--- src/rtl/piece_ctrl_pkg.sv ---
// Shared constants for the falling-piece controller and the block-shape lookup it feeds.
package piece_ctrl_pkg;

  localparam int unsigned NUM_PIECES_DFLT  = 5;
  localparam int unsigned NUM_ROT          = 4;
  localparam int unsigned IDX_W            = 10;
  localparam int unsigned ROT_W            = 2;
  localparam int unsigned PIECE_W          = 3;
  localparam int unsigned LFSR_W           = 8;
  localparam int unsigned STATE_W          = 3;
  localparam logic [7:0]  LFSR_SEED_DFLT   = 8'hA5;
  localparam int unsigned FIT_TIMEOUT_DFLT = 15;

  localparam logic [STATE_W-1:0] ST_IDLE      = 3'd0;
  localparam logic [STATE_W-1:0] ST_SPAWN     = 3'd1;
  localparam logic [STATE_W-1:0] ST_SPAWN_CHK = 3'd2;
  localparam logic [STATE_W-1:0] ST_ACTIVE    = 3'd3;
  localparam logic [STATE_W-1:0] ST_ROT_CHK   = 3'd4;
  localparam logic [STATE_W-1:0] ST_OVER      = 3'd5;

  // Fold a raw 3-bit draw into 0..n-1 by a single subtraction.
  function automatic logic [PIECE_W-1:0] fold_draw(input logic [PIECE_W-1:0] v,
                                                   input int unsigned n);
    return (32'(v) >= n) ? PIECE_W'(32'(v) - n) : v;
  endfunction

  // Candidate rotation: +1 for clockwise, -1 (mod 4) for counter-clockwise.
  function automatic logic [ROT_W-1:0] rot_next(input logic [ROT_W-1:0] rot,
                                                input logic ccw);
    return rot + (ccw ? ROT_W'(3) : ROT_W'(1));
  endfunction

endpackage

--- src/rtl/piece_lfsr.sv ---
// Free-running 8-bit Fibonacci LFSR (taps 8,6,5,4) with the piece-index fold.
module piece_lfsr
  import piece_ctrl_pkg::*;
#(
  parameter int unsigned      NUM_PIECES = NUM_PIECES_DFLT,
  parameter logic [LFSR_W-1:0] SEED      = LFSR_SEED_DFLT
) (
  input  logic               clk,
  input  logic               rst,
  output logic [PIECE_W-1:0] idx_o
);

  localparam logic [LFSR_W-1:0] SEED_NZ = (SEED == '0) ? LFSR_W'(1) : SEED;

  logic [LFSR_W-1:0]  lfsr_q, lfsr_d;
  logic [PIECE_W-1:0] idx_q, idx_d;

  always_comb begin
    lfsr_d = {lfsr_q[6:0], lfsr_q[7] ^ lfsr_q[5] ^ lfsr_q[4] ^ lfsr_q[3]};
    idx_d  = fold_draw(lfsr_d[PIECE_W-1:0], NUM_PIECES);
  end

  // idx_q tracks the fold of the current LFSR value, registered one step ahead.
  always_ff @(posedge clk or posedge rst) begin
    if (rst) begin
      lfsr_q <= SEED_NZ;
      idx_q  <= fold_draw(SEED_NZ[PIECE_W-1:0], NUM_PIECES);
    end else begin
      lfsr_q <= lfsr_d;
      idx_q  <= idx_d;
    end
  end

  assign idx_o = idx_q;

endmodule

--- src/rtl/piece_ctrl.sv ---
// Owns the falling piece's identity and rotation; runs the fit-check handshake
// with the collision stage on every spawn and rotate.
module piece_ctrl
  import piece_ctrl_pkg::*;
#(
  parameter int unsigned NUM_PIECES  = NUM_PIECES_DFLT,
  parameter logic [7:0]  LFSR_SEED   = LFSR_SEED_DFLT,
  parameter int unsigned FIT_TIMEOUT = FIT_TIMEOUT_DFLT
) (
  input  logic         clk,
  input  logic         rst,
  input  logic         spawn_req,
  input  logic         rot_req,
  input  logic         rot_dir,
  input  logic         lock,
  input  logic         fit_valid,
  input  logic         fit_ok,
  output logic [9:0]   block_num,
  output logic [9:0]   rotate_tmp,
  output logic [2:0]   next_num,
  output logic         fit_req,
  output logic         piece_active,
  output logic         rot_done,
  output logic         game_over
);

  localparam int unsigned CNT_W = $clog2(FIT_TIMEOUT + 1);

  logic [STATE_W-1:0] state_q, state_d;
  logic [PIECE_W-1:0] blk_q, blk_d;
  logic [PIECE_W-1:0] nxt_q, nxt_d;
  logic [ROT_W-1:0]   rot_q, rot_d;
  logic [ROT_W-1:0]   tmp_q, tmp_d;
  logic [CNT_W-1:0]   cnt_q, cnt_d;
  logic               fit_req_q, fit_req_d;
  logic               active_q, active_d;
  logic               done_q, done_d;
  logic               over_q, over_d;
  logic [PIECE_W-1:0] draw;
  logic               timeout;

  piece_lfsr #(
    .NUM_PIECES (NUM_PIECES),
    .SEED       (LFSR_SEED)
  ) u_lfsr (
    .clk   (clk),
    .rst   (rst),
    .idx_o (draw)
  );

  // Fail on the FIT_TIMEOUT-th cycle spent waiting without a result.
  assign timeout = (cnt_q == CNT_W'(FIT_TIMEOUT - 1));

  always_ff @(posedge clk or posedge rst) begin
    if (rst) state_q <= ST_IDLE;
    else     state_q <= state_d;
  end

  always_comb begin
    state_d   = state_q;
    blk_d     = blk_q;
    nxt_d     = nxt_q;
    rot_d     = rot_q;
    tmp_d     = tmp_q;
    cnt_d     = cnt_q;
    fit_req_d = fit_req_q;
    active_d  = active_q;
    done_d    = 1'b0;
    over_d    = over_q;
    case (state_q)
      ST_IDLE: begin
        if (spawn_req) state_d = ST_SPAWN;
      end
      ST_SPAWN: begin
        blk_d     = nxt_q;
        nxt_d     = draw;
        rot_d     = '0;
        tmp_d     = '0;
        cnt_d     = '0;
        fit_req_d = 1'b1;
        state_d   = ST_SPAWN_CHK;
      end
      ST_SPAWN_CHK: begin
        cnt_d = cnt_q + CNT_W'(1);
        if (fit_valid || timeout) begin
          fit_req_d = 1'b0;
          if (fit_valid && fit_ok) begin
            active_d = 1'b1;
            state_d  = ST_ACTIVE;
          end else begin
            over_d  = 1'b1;
            state_d = ST_OVER;
          end
        end
      end
      ST_ACTIVE: begin
        if (lock) begin
          active_d = 1'b0;
          state_d  = ST_IDLE;
        end else if (rot_req) begin
          tmp_d     = rot_next(rot_q, rot_dir);
          cnt_d     = '0;
          fit_req_d = 1'b1;
          state_d   = ST_ROT_CHK;
        end
      end
      ST_ROT_CHK: begin
        cnt_d = cnt_q + CNT_W'(1);
        // tmp_q holds the candidate; any outcome but acceptance restores rot_q.
        if (lock) begin
          active_d  = 1'b0;
          fit_req_d = 1'b0;
          tmp_d     = rot_q;
          state_d   = ST_IDLE;
        end else if (fit_valid || timeout) begin
          fit_req_d = 1'b0;
          state_d   = ST_ACTIVE;
          if (fit_valid && fit_ok) begin
            rot_d  = tmp_q;
            done_d = 1'b1;
          end else begin
            tmp_d = rot_q;
          end
        end
      end
      ST_OVER: begin
        state_d = ST_OVER;
      end
      default: begin
        state_d = ST_IDLE;
      end
    endcase
  end

  always_ff @(posedge clk or posedge rst) begin
    if (rst) begin
      blk_q     <= '0;
      nxt_q     <= '0;
      rot_q     <= '0;
      tmp_q     <= '0;
      cnt_q     <= '0;
      fit_req_q <= 1'b0;
      active_q  <= 1'b0;
      done_q    <= 1'b0;
      over_q    <= 1'b0;
    end else begin
      blk_q     <= blk_d;
      nxt_q     <= nxt_d;
      rot_q     <= rot_d;
      tmp_q     <= tmp_d;
      cnt_q     <= cnt_d;
      fit_req_q <= fit_req_d;
      active_q  <= active_d;
      done_q    <= done_d;
      over_q    <= over_d;
    end
  end

  assign block_num    = IDX_W'(blk_q);
  assign rotate_tmp   = IDX_W'(tmp_q);
  assign next_num     = nxt_q;
  assign fit_req      = fit_req_q;
  assign piece_active = active_q;
  assign rot_done     = done_q;
  assign game_over    = over_q;

endmodule

--- config.mk ---
export PLATFORM = sky130hd
export DESIGN_NAME = piece_ctrl
export DESIGN_NICKNAME = d
export VERILOG_FILES = /design/src/rtl/piece_ctrl_pkg.sv /design/src/rtl/piece_lfsr.sv /design/src/rtl/piece_ctrl.sv
export SDC_FILE = /design/constraint.sdc
export NUM_CORES = 1
export LEC_CHECK = 0
export ABC_CLOCK_PERIOD_IN_PS = 1900
export CAP_MARGIN = 20
export CELL_PAD_IN_SITES_DETAIL_PLACEMENT = 1
export CELL_PAD_IN_SITES_GLOBAL_PLACEMENT = 2
export CORE_ASPECT_RATIO = 0.5
export CORE_MARGIN = 2
export CORE_UTILIZATION = 32
export CTS_CLUSTER_SIZE = 24
export DETAILED_ROUTE_END_ITERATION = 8
export GPL_TIMING_DRIVEN = 0
export PLACE_DENSITY_LB_ADDON = 0.25
export RECOVER_POWER = 25
export SYNTH_ARGS = -nofsm -noshare
export SYNTH_HDL_FRONTEND = slang
export SYNTH_SLANG_ARGS = --single-unit
--- constraint.sdc ---
create_clock -name clk -period 1.9 [get_ports clk]
set_input_delay 0.19 -clock clk [delete_from_list [all_inputs] [get_ports clk]]
set_output_delay 0.19 -clock clk [all_outputs]
set_load 0.1 [all_outputs]
* After elaboration in Yosys (flattened, before gate mapping)
Index checks and enable logic that the tools add are counted.
** Word-level totals
- Output and inout bits :: 27
- Bits of input ports :: 8
- Register bits :: 32
- Logic and storage cells :: 87
** Cells by class
- Bitwise operators :: 4
- Eq/ne operators :: 16
- Add/subtract/negate cells :: 3
- Mux-type cells :: 34
- Reductions and logical operators :: 17
- Magnitude comparators :: 1
** Operators with widths (count)
- $mux W3 :: 8
- $pmux W3 S6 :: 1
- $mux W2 :: 7
- $ne A2 B2 Y1 const B :: 7
- $pmux W4 S3 :: 1
- $reduce_and A3 Y1 :: 4
- $reduce_and A4 Y1 :: 3
- $mux W1 :: 11
- $mux W4 :: 2
- $eq A3 B2 Y1 const B :: 2
- $eq A3 B3 Y1 const B :: 2
- $ne A3 B3 Y1 const B :: 2
- $pmux W2 S3 :: 1
- $reduce_bool A3 Y1 :: 2
- $add A4 B1 Y4 const B :: 1
- $eq A4 B4 Y1 const B :: 1
- $pmux W1 S4 :: 1
- $pmux W2 S2 :: 1
- $reduce_bool A2 Y1 :: 2
- $reduce_bool A4 Y1 :: 1
- $reduce_or A2 Y1 :: 2
- $eq A3 B1 Y1 const B :: 1
- $ge A3 B3 Y1 const B :: 1
- $logic_not A3 Y1 :: 1
- 8 further kinds :: 10

* Depth between registers and ports, before layout
Gate-level depths: netlist of the first run.
- Depth after elaboration :: 5
- Gate-level depth with buffers :: 6
- Gate-level depth less buffers :: 6

* Hierarchy
A second synthesis of the first run with hierarchy kept.
** Unflattened totals
- Cell total of the unflattened synthesis :: 146
- Area total of the unflattened synthesis :: 1611.5 sq um
** By module, submodules not included
- piece_ctrl :: times used 1, sequential area each 525.5 sq um, area each 1202.4 sq um, cells an instance 120
- piece_lfsr :: times used 1, sequential area each 280.3 sq um, area each 409.1 sq um, cells an instance 26

* Worst setup path before layout of the first run
Ideal clock, no wire load.
- Path type :: register to register
- Start :: register tmp_q[1]
- End :: register rot_q[1]
- Data required time :: 1.779 ns
- Period minus slack after synthesis :: 1.493 ns
- Path buffers :: 0
- Stages on the path, launching flop included :: 3
- Setup time :: 0.121 ns
- Data arrival time :: 1.372 ns
- Setup slack :: 0.407 ns
- Cell sequence :: dfrtp_1 > mux2_2 > a22o_1
** Between the ends
- Word-level cells in the longest chain between the ends :: 4
** Ends and longest elaborated chain
- start, declared :: line piece_ctrl.sv:33 : logic [ROT_W-1:0] tmp_q, tmp_d;
- start signal, assigned :: line piece_ctrl.sv:150 : tmp_q <= tmp_d;
- $mux W2 :: line piece_ctrl.sv:118 : if (fit_valid && fit_ok) begin
- $mux W2 :: line piece_ctrl.sv:115 : end else if (fit_valid || timeout) begin
- $mux W2 :: line piece_ctrl.sv:110 : if (lock) begin
- $pmux W2 S2 :: line piece_ctrl.sv:70 : case (state_q)
- end signal, assigned :: line piece_ctrl.sv:149 : rot_q <= rot_d;
- end, declared :: line piece_ctrl.sv:32 : logic [ROT_W-1:0] rot_q, rot_d;
No other way between the ends. The select of a mux whose other input is x is not followed.
A chain may end at the register's enable or synchronous reset.

* Worst setup path after layout of the first run
- Start :: register tmp_q[0]
- End :: output port rotate_tmp[0]
** RTL lines
- end, declared :: line piece_ctrl.sv:19 : output logic [9:0] rotate_tmp,
No word-level cell between the ends.

==> impl_metrics.csv, run 1 <==
group,metric,value,unit
grt,grt_first_pass_wirelength,5.22,mm
logic_synthesis,syn_area,1650,um2
setup_path,crit_fanout,4,
setup_path,path_cells,"dlygate4sd2_1",
clocking,ctsResizeCount,12,
route,route.vias.total,1170,
sta,relSlewSlack,0.363,
layout,layout.nets,202,
worst_hold_path,hold_class,"in -> async",
clocking,cts_buffers,5,
floorplanning,io_pins,35,
sta,slew_violations,0,
setup_path,path_buf_inv,1,
clocking,hold_buffers,0,
clocking,post_cts_buffers,0,
placement,gp_congestion,0.739,
layout,diodes,0,
setup_path,r2r_cells,5,
setup_path,slowest_delay,870,ps
floorplanning,die_h,54.8,um
layout,area_delta_synth_final,25.3,%
route,drt_first_pass_iters,4,
clocking,root_buffer,"clkbuf_8",
setup_path,cpLargestDelayFamily,"buffers and inverters",
grt,antenna_found_initial,0,
sta,tightest_slew,960,ps
grt,grt_pass1_vias,1076,
logic_synthesis,yosys_warnings,0,
sta,finalSetupViolations,0,
setup_path,r2r_start,"cnt_q[0]$_DFFE_PP0P_",
sta,min_period,1740,ps
sta,timing.final.crit_share,0.918,
setup_path,critPathCaptureType,"output pin",
run,max_cap_violations,0,
route,via_per_inst,4.48,
sta,skew,6.16,ps
setup_path,cp.required,1710,ps
sta,fmax,574,MHz
route,drc_errors,0,
clocking,cts_tree,"yes",
clocking,clock-sinks,32,
logic_synthesis,ys_ff_latch,32,
floorplanning,design.core.area,4950,um2
logic_synthesis,netlist_instances,150,
layout,fillers,555,
clocking,clock_path_buffers,2,
setup_path,critPathLaunch,"tmp_q[0]$_DFFE_PP0P_",
floorplanning,dieWidth,106,um
sta,rsz0062_at_grt,"no",
logic_synthesis,yosysSeqAreaShare,0.488,
route,wl_per_cell,12.6,um
power,p_leak,1.01,nW
grt,grt_overflow,0,
route,antenna_left,0,
sta,hold_viol,0,
setup_path,startpoint_type,"flop",
placement,hpwl,2.42,mm
route,drt-total-wl,3.28,mm
placement,port_buffers,18,
floorplanning,die_area,5780,um2
floorplanning,start_util,0.333,
status,status,"finished clean",
logic_synthesis,postSynthAreaPerCell,11.0,um2
sta,fin_tns_setup,0,ps
layout,drive_gt1_frac,0.225,
power,power.density,1310,nW/um2
setup_path,reg2reg_to,"tmp_q[1]$_DFFE_PP0P_",
floorplanning,fp-row-count,18,
setup_path,cp.arrival,1550,ps
grt,track_usage,0.122,
power,peakVddDrop,0.452,mV
logic_synthesis,synthDistinctLibCells,41,
power,total_power,2.72,mW
clocking,cts_htree_levels,2,
clocking,clkTransAtPathRegs,70,ps
setup_path,slowest_stage,"dlygate4sd2_1",
route,drt-initial-drc-count,36,
setup_path,critPathKind,"reg -> out",
grt,grt_max_degree,25,
clocking,clk_latency,280,ps
setup_path,r2r_slack,210,ps
==> power by group <==
part,internal [mW],switching (mW)
registers,0.777,0.0941
logic,0.392,0.820
clock network,0.389,0.247
==> metrics by stage <==
stage | instance area [um2] | cells | hold slack [ps] | setup slack [ps] | util
detailed placement | 2000 | 253 | 342 | 181 | 0.403
global route | 2070 | 261 | 358 | 109 | 0.417
CTS | 2090 | 261 | 224 | 160 | 0.422
global placement | 1970 | 252 | 338 | 195 | 0.398
floorplan | 1700 | 164 | 303 | 407 | -
finish | 2070 | 261 | 303 | 156 | 0.417
==> registers in the layout (all words and copies together), names as in the netlist, 2 cells and up <==
| name | cells |
|---|---|
| blk_q | 3 |
| cnt_q | 4 |
| next_num | 3 |
| rot_q | 2 |
| state_q | 3 |
| tmp_q | 2 |
| u_lfsr.idx_o | 3 |
| u_lfsr.lfsr_q | 8 |
==> synth_stat cells <==
cell type,instances,area share
nand3_1,1,0.0030
nor4b_1,1,0.0053
ha_1,4,0.030
conb_1,1,0.0023
o21ai_0,5,0.015
a21oi_2,2,0.011
a22oi_1,1,0.0046
or2b_1,1,0.0046
a2111o_1,1,0.0068
nor2b_1,1,0.0038
o32ai_1,1,0.0053
o22ai_1,4,0.015
a21oi_1,9,0.027
nand2b_1,5,0.019
a22o_1,6,0.032
xor2_1,2,0.011
a21o_1,1,0.0046
o21a_1,3,0.014
nor3b_1,1,0.0046
nand3b_1,2,0.0091
buf_1,1,0.0023
o311ai_0,1,0.0053
inv_1,7,0.016
a31o_2,1,0.0053
mux2i_1,2,0.012
dfstp_2,4,0.064
mux2_2,8,0.055
a311oi_1,1,0.0053
nor4b_2,1,0.0091
nor3_1,2,0.0061
or2_2,1,0.0038
buf_2,2,0.0061
a31oi_1,2,0.0076
o21ai_1,1,0.0030
nand2_1,5,0.011
nor3b_4,1,0.011
o22a_1,1,0.0053
nor2_1,7,0.016
buf_4,17,0.077
xnor2_1,5,0.027
dfrtp_1,28,0.42
==> final cells by class <==
type / instances / area, um2 / share of cell area
buffer: 20 / 141 / 0.0684
tap: 70 / 87.6 / 0.0423
multi-input combinational: 105 / 729 / 0.353
sequential: 32 / 806 / 0.390
inverter: 7 / 26.3 / 0.0127
clock inverter: 2 / 35.0 / 0.0169
clock buffer: 6 / 72.6 / 0.0351
timing repair buffer: 19 / 170 / 0.0823
==> cells in the final DEF (no fill, tap or decap), drive strengths merged, types with 4 or more instances in the layout <==
cell	count
dlygate4sd2	12
clkbuf	7
buf	20
nand2b	5
conb	15
o22ai	4
nor2	7
dfstp	4
inv	7
a21oi	11
clkdlybuf4s50	5
dfrtp	28
xnor2	5
mux2	8
nand2	5
o21ai	6
a22o	6
ha	4
==> routing by layer <==
metal	track usage	share of wire	up-vias
li1	-	-	579
met2	0.191	0.43	24
met5	0	0	-
met4	0.0461	0.011	0
met1	0.159	0.51	563
met3	0.0417	0.052	4
==> worst max-delay path by stage <==
| stage | cells after the start | slack [ps] | endpoint |
|---|---|---|---|
| floorplan | 2 | 410 | rot_q[1]$_DFFE_PP0P_ |
| global placement | 1 | 190 | rotate_tmp[0] |
| detailed placement | 4 | 180 | tmp_q[1]$_DFFE_PP0P_ |
| CTS | 1 | 160 | rotate_tmp[0] |
| global route | 5 | 110 | tmp_q[1]$_DFFE_PP0P_ |
| finish | 1 | 160 | rotate_tmp[0] |
==> cell families (layout without fill, tap and decap cells) <==
kind of cell / after synthesis / after routing / synth area share
other: 1 / 15 / 0.00227
xor gates and xnor gates: 7 / 7 / 0.0372
buffers and inverters: 27 / 54 / 0.102
and+or+nand+nor: 29 / 29 / 0.107
adders and majority gates: 4 / 4 / 0.0303
AOI/OAI and AO/OA: 40 / 40 / 0.167
DFF: 32 / 32 / 0.488
muxes: 10 / 10 / 0.0667
No activity file was read; power rests on OpenSTA's default activity.
==> inputs of run 2 (changes only) <==
--- a/config.mk
+++ b/config.mk
@@ -10,7 +10,7 @@
 export CELL_PAD_IN_SITES_DETAIL_PLACEMENT = 1
 export CELL_PAD_IN_SITES_GLOBAL_PLACEMENT = 2
 export CORE_ASPECT_RATIO = 0.5
-export CORE_MARGIN = 2
+export CORE_MARGIN = 1.5
 export CORE_UTILIZATION = 32
 export CTS_CLUSTER_SIZE = 24
 export DETAILED_ROUTE_END_ITERATION = 8
==> impl_metrics.csv, run 2 (synthesis gave the netlist of run 1 again) <==
group,metric,value,unit
floorplanning,design.core.area,4950,um2
setup_path,cp.arrival,1920,ps
layout,largest_reg_flops,8,
grt,track_usage,0.134,
layout,top_regs,"u_lfsr.lfsr_q (8), cnt_q (4)",
sta,slew_violations,0,
clocking,ctsResizeCount,12,
run,max_cap_violations,0,
sta,hold_viol,0,
floorplanning,die_area,5620,um2
setup_path,startpoint_type,"flop",
power,switching_share,0.430,
status,status,"finished clean",
grt,antenna_found_initial,0,
power,cell_internal_pwr,1.56,mW
route,wl_per_cell,12.7,um
floorplanning,die_h,53.8,um
grt,grt_first_pass_wirelength,5.62,mm
clocking,clock-sinks,32,
clocking,cts_tree,"yes",
sta,timing.final.crit_share,0.919,
power,power.density,1320,nW/um2
sta,rsz0062_at_grt,"no",
clocking,clkTransAtPathRegs,70,ps
power,p_sw,1.17,mW
sta,skew,2.65,ps
layout,fillers,572,
layout,area_delta_synth_final,25.5,%
sta,relSlewSlack,0.364,
route,route.vias.total,1190,
setup_path,slowest_delay,500,ps
route,drt_first_pass_iters,4,
layout,diodes,0,
placement,hpwl,2.46,mm
sta,fin_hold_ws,303,ps
placement,port_buffers,18,
route,drt-initial-drc-count,19,
grt,grt_pass1_vias,1135,
sta,fmax,573,MHz
setup_path,critPathKind,"reg -> reg",
clocking,clock_path_buffers,2,
route,drt-total-wl,3.32,mm
sta,fin_tns_setup,0,ps
floorplanning,io_pins,35,
route,antenna_left,0,
power,power_frac_clock,0.237,
layout,layout.nets,202,
setup_path,path_cells,"inv_1 > ha_1 > a311oi_1 > o22ai_1 > a22o_1",
grt,grt_max_degree,24,
setup_path,cp.required,2070,ps
grt,grt_overflow,0,
route,via_per_inst,4.56,
power,share_comb_of_total_power,0.445,
setup_path,crit_fanout,3,
layout,final_cell_mix,"dfrtp_1, buf_4, conb_1, dlygate4sd2_1, a21oi_1",
floorplanning,fp-row-count,18,
setup_path,slowest_stage,"a311oi_1",
clocking,root_buffer,"clkbuf_8",
power,peakVddDrop,0.387,mV
layout,layout_commonest_cell,"dfrtp_1",
clocking,cts_buffers,5,
clocking,cts_htree_levels,2,
floorplanning,start_util,0.333,
sta,min_period,1750,ps
power,total_power,2.73,mW
layout,drive_gt1_frac,0.230,
setup_path,r2r_cells,5,
sta,tightest_slew,958,ps
floorplanning,dieWidth,105,um
worst_hold_path,hold_class,"in -> async",
setup_path,critPathCaptureType,"flop",
route,drc_errors,0,
clocking,post_cts_buffers,0,
clocking,clk_latency,280,ps
placement,gp_congestion,0.723,
layout,top_register,"u_lfsr.lfsr_q",
power,p_leak,1.01,nW
sta,finalSetupViolations,0,
power,seqPwrFrac,0.318,
layout,final_util,0.418,
clocking,hold_buffers,0,
==> run 2: worst max-delay path: cells and delay by family, from the launching register on <==
family | cells | cell delay [ps]
AOI/OAI and AO/OA | 3 | 960
DFF | 1 | 370
adders and majority gates | 1 | 240
buffers and inverters | 1 | 70
==> run 2: area by class of cell <==
class | instances | area [um2] | area share
inverters | 7 | 26.3 | 0.0127
clock buffers | 5 | 68.8 | 0.0332
multi-input cells | 105 | 729 | 0.352
plain buffers | 20 | 141 | 0.0682
clock inverters | 3 | 42.5 | 0.0205
repair buffers | 19 | 170 | 0.0821
well taps | 70 | 87.6 | 0.0423
flip-flops and latches | 32 | 806 | 0.389
==> run 2: final timing paths <==
kind | from | to | slack [ps]
worst max-delay path | cnt_q[0]$_DFFE_PP0P_ | tmp_q[1]$_DFFE_PP0P_ | 150
worst min-delay path | rst | u_lfsr.lfsr_q[4]$_DFF_PP0_ | 300
worst max register to register | cnt_q[0]$_DFFE_PP0P_ | tmp_q[1]$_DFFE_PP0P_ | 150
worst min register to register | u_lfsr.lfsr_q[6]$_DFF_PP0_ | u_lfsr.lfsr_q[7]$_DFF_PP1_ | 360
max in group asynchronous | rst | blk_q[1]$_DFFE_PP0P_ | 720
min in group clk | lock | state_q[0]$_DFFE_PP0P_ | 330
==> run 2: stage by stage <==
| stage | cells | setup slack (ps) | instance area, um2 |
|---|---|---|---|
| CTS | 261 | 152 | 2090 |
| global route | 261 | 75.0 | 2070 |
| finish | 261 | 153 | 2070 |
| global placement | 252 | 196 | 1970 |
| detailed placement | 253 | 187 | 2000 |
| floorplan | 164 | 407 | 1700 |
==> run 2: power groups by stage <==
stage | Combinational (mW) | Clock [mW] | Sequential, mW
after floorplan | 0.785 | 0 | 1.08
after global placement | 1.23 | 0 | 0.877
after detailed placement | 1.24 | 0 | 0.882
after CTS | 1.23 | 0.675 | 0.869
after global routing | 1.32 | 0.712 | 0.885
final | 1.21 | 0.648 | 0.868
==> run 2: per-layer routing <==
metal / routed length, um / GRT usage / share of wire
met5: 0 / 0 / 0
met4: 48 / 0.0625 / 0.014
met3: 173 / 0.0375 / 0.052
met2: 1500 / 0.219 / 0.45
met1: 1600 / 0.171 / 0.48
==> inputs of run 3 (changes only) <==
--- a/config.mk
+++ b/config.mk
@@ -5,7 +5,7 @@
 export SDC_FILE = /design/constraint.sdc
 export NUM_CORES = 1
 export LEC_CHECK = 0
-export ABC_CLOCK_PERIOD_IN_PS = 1900
+export ABC_CLOCK_PERIOD_IN_PS = 2000
 export CAP_MARGIN = 20
 export CELL_PAD_IN_SITES_DETAIL_PLACEMENT = 1
 export CELL_PAD_IN_SITES_GLOBAL_PLACEMENT = 2
==> constraint.sdc (replaced) <==
create_clock -name clk -period 2 [get_ports clk]
set_input_delay 0.2 -clock clk [delete_from_list [all_inputs] [get_ports clk]]
set_output_delay 0.2 -clock clk [all_outputs]
set_load 0.1 [all_outputs]
==> impl_metrics.csv, run 3 (synthesis gave the netlist of run 1 again) <==
group,metric,value,unit
clocking,cts_htree_levels,2,
power,total_power,2.60,mW
layout,final_util,0.425,
clocking,clock-sinks,32,
floorplanning,io_pins,35,
grt,track_usage,0.134,
clocking,clkTransAtPathRegs,70,ps
setup_path,reg2reg_to,"tmp_q[1]$_DFFE_PP0P_",
route,via_per_inst,4.55,
clocking,root_buffer,"clkbuf_8",
sta,relSlewSlack,0.306,
route,drc_errors,0,
grt,met2_usage,0.219,
layout,final_cell_mix,"dfrtp_1, buf_4, conb_1, a21oi_1, mux2_2",
sta,rsz0062_at_grt,"no",
sta,tightest_slew,1040,ps
clocking,post_cts_buffers,0,
run,max_cap_violations,0,
status,status,"finished clean",
placement,hpwl,2.46,mm
layout,largest_reg_flops,8,
setup_path,slowest_delay,1130,ps
clocking,cts_tree,"yes",
setup_path,r2r_start,"cnt_q[0]$_DFFE_PP0P_",
setup_path,path_cells,"clkdlybuf4s50_1",
sta,timing.final.crit_share,0.979,
clocking,hold_buffers,0,
sta,finalSetupViolations,0,
grt,grtUsageMet1,0.171,
layout,drive_gt1_frac,0.225,
grt,grt-busiest-layer,"met2",
layout,instances_no_fill,261,
sta,min_period,1960,ps
route,drt-total-wl,3.33,mm
power,p_leak,1.07,nW
layout,top_regs,"u_lfsr.lfsr_q (8), cnt_q (4)",
placement,placedCellCount,253,
clocking,clk_latency,280,ps
placement,gp_congestion,0.723,
layout,layout_commonest_cell,"dfrtp_1",
sta,skew,2.86,ps
setup_path,cp.required,1800,ps
floorplanning,fp-row-count,18,
sta,slew_violations,0,
worst_hold_path,hold_class,"in -> async",
grt,grt_max_degree,24,
setup_path,slowest_stage,"clkdlybuf4s50_1",
grt,grt_overflow,0,
placement,placed_area,2000,um2
floorplanning,start_util,0.333,
sta,hold_viol,0,
layout,top_register,"u_lfsr.lfsr_q",
power,peakVddDrop,0.374,mV
floorplanning,die_h,53.8,um
grt,grt_first_pass_wirelength,5.62,mm
floorplanning,die_area,5620,um2
setup_path,crit_fanout,2,
clocking,clock_path_buffers,2,
power,power.density,1240,nW/um2
sta,fmax,511,MHz
grt,antenna_found_initial,0,
layout,area_delta_synth_final,27.5,%
floorplanning,design.core.area,4950,um2
clocking,cts_buffers,5,
route,antenna_left,0,
layout,stdcell_area,2100,um2
setup_path,r2r_cells,5,
layout,diodes,0,
route,wl_per_cell,12.7,um
layout,layout.nets,202,
setup_path,critPathCaptureType,"output pin",
route,drt-initial-drc-count,21,
setup_path,cpLargestDelayFamily,"buffers and inverters",
floorplanning,dieWidth,105,um
setup_path,critPathKind,"reg -> out",
setup_path,path_buf_inv,1,
grt,grt_pass1_vias,1135,
setup_path,r2r_slack,250,ps
setup_path,startpoint_type,"flop",
route,route.vias.total,1188,
grt,use_met3,0.0375,
route,drt_first_pass_iters,4,
sta,fin_tns_setup,0,ps
setup_path,critPathLaunch,"blk_q[1]$_DFFE_PP0P_",
setup_path,cp.arrival,1760,ps
placement,port_buffers,18,
==> run 3: changes by cell type in the layout (fill, tap and decap cells not counted) <==
cell / change
clkbuf_2: -1
clkdlybuf4s50_1: +2
dlygate4sd2_1: -8
dlymetal6s2s_1: +7
==> run 3: layer usage <==
layer / vias to the layer above / routed length (um)
met5: - / 0
met4: 0 / 48
met3: 5 / 173
met2: 30 / 1500
met1: 575 / 1600
li1: 578 / -
==> run 3: stage by stage <==
step                setup WS, ps  hold WS, ps
floorplan                    507          313
global placement             286          338
detailed placement           277          343
CTS                         3.70          219
global route               0.961          341
finish                      42.6          311
==> run 3: timing repair <==
action | in CTS | in global routing
hold endpoints to repair | 0 | 0
pin swaps | 0 | 0
resized for setup | 4 | 6
setup endpoints to repair | 4 | 6
==> run 3: worst max-delay path by stage <==
stage | end | depth (start not counted)
floorplan | rot_q[1]$_DFFE_PP0P_ | 2
global placement | rotate_tmp[0] | 1
detailed placement | rotate_tmp[0] | 1
CTS | next_num[1] | 1
global route | block_num[1] | 1
finish | block_num[1] | 1
==> run 3: layout make-up <==
cell class              instances  area (um2)
clock inverters                 3        42.5
plain buffers                  20         141
fillers                       568        2850
multi-input cells             105         729
clock buffers                   5        68.8
inverters                       7        26.3
repair buffers                 19         203
flip-flops and latches         32         806
well taps                      70        87.6
==> run 3: where the power goes <==
| part | internal [mW] | total [mW] | switching [mW] |
|---|---|---|---|
| clock network | 0.368 | 0.616 | 0.248 |
| registers | 0.738 | 0.825 | 0.0865 |
| logic | 0.383 | 1.16 | 0.782 |
| total | 1.49 | 2.60 | 1.12 |
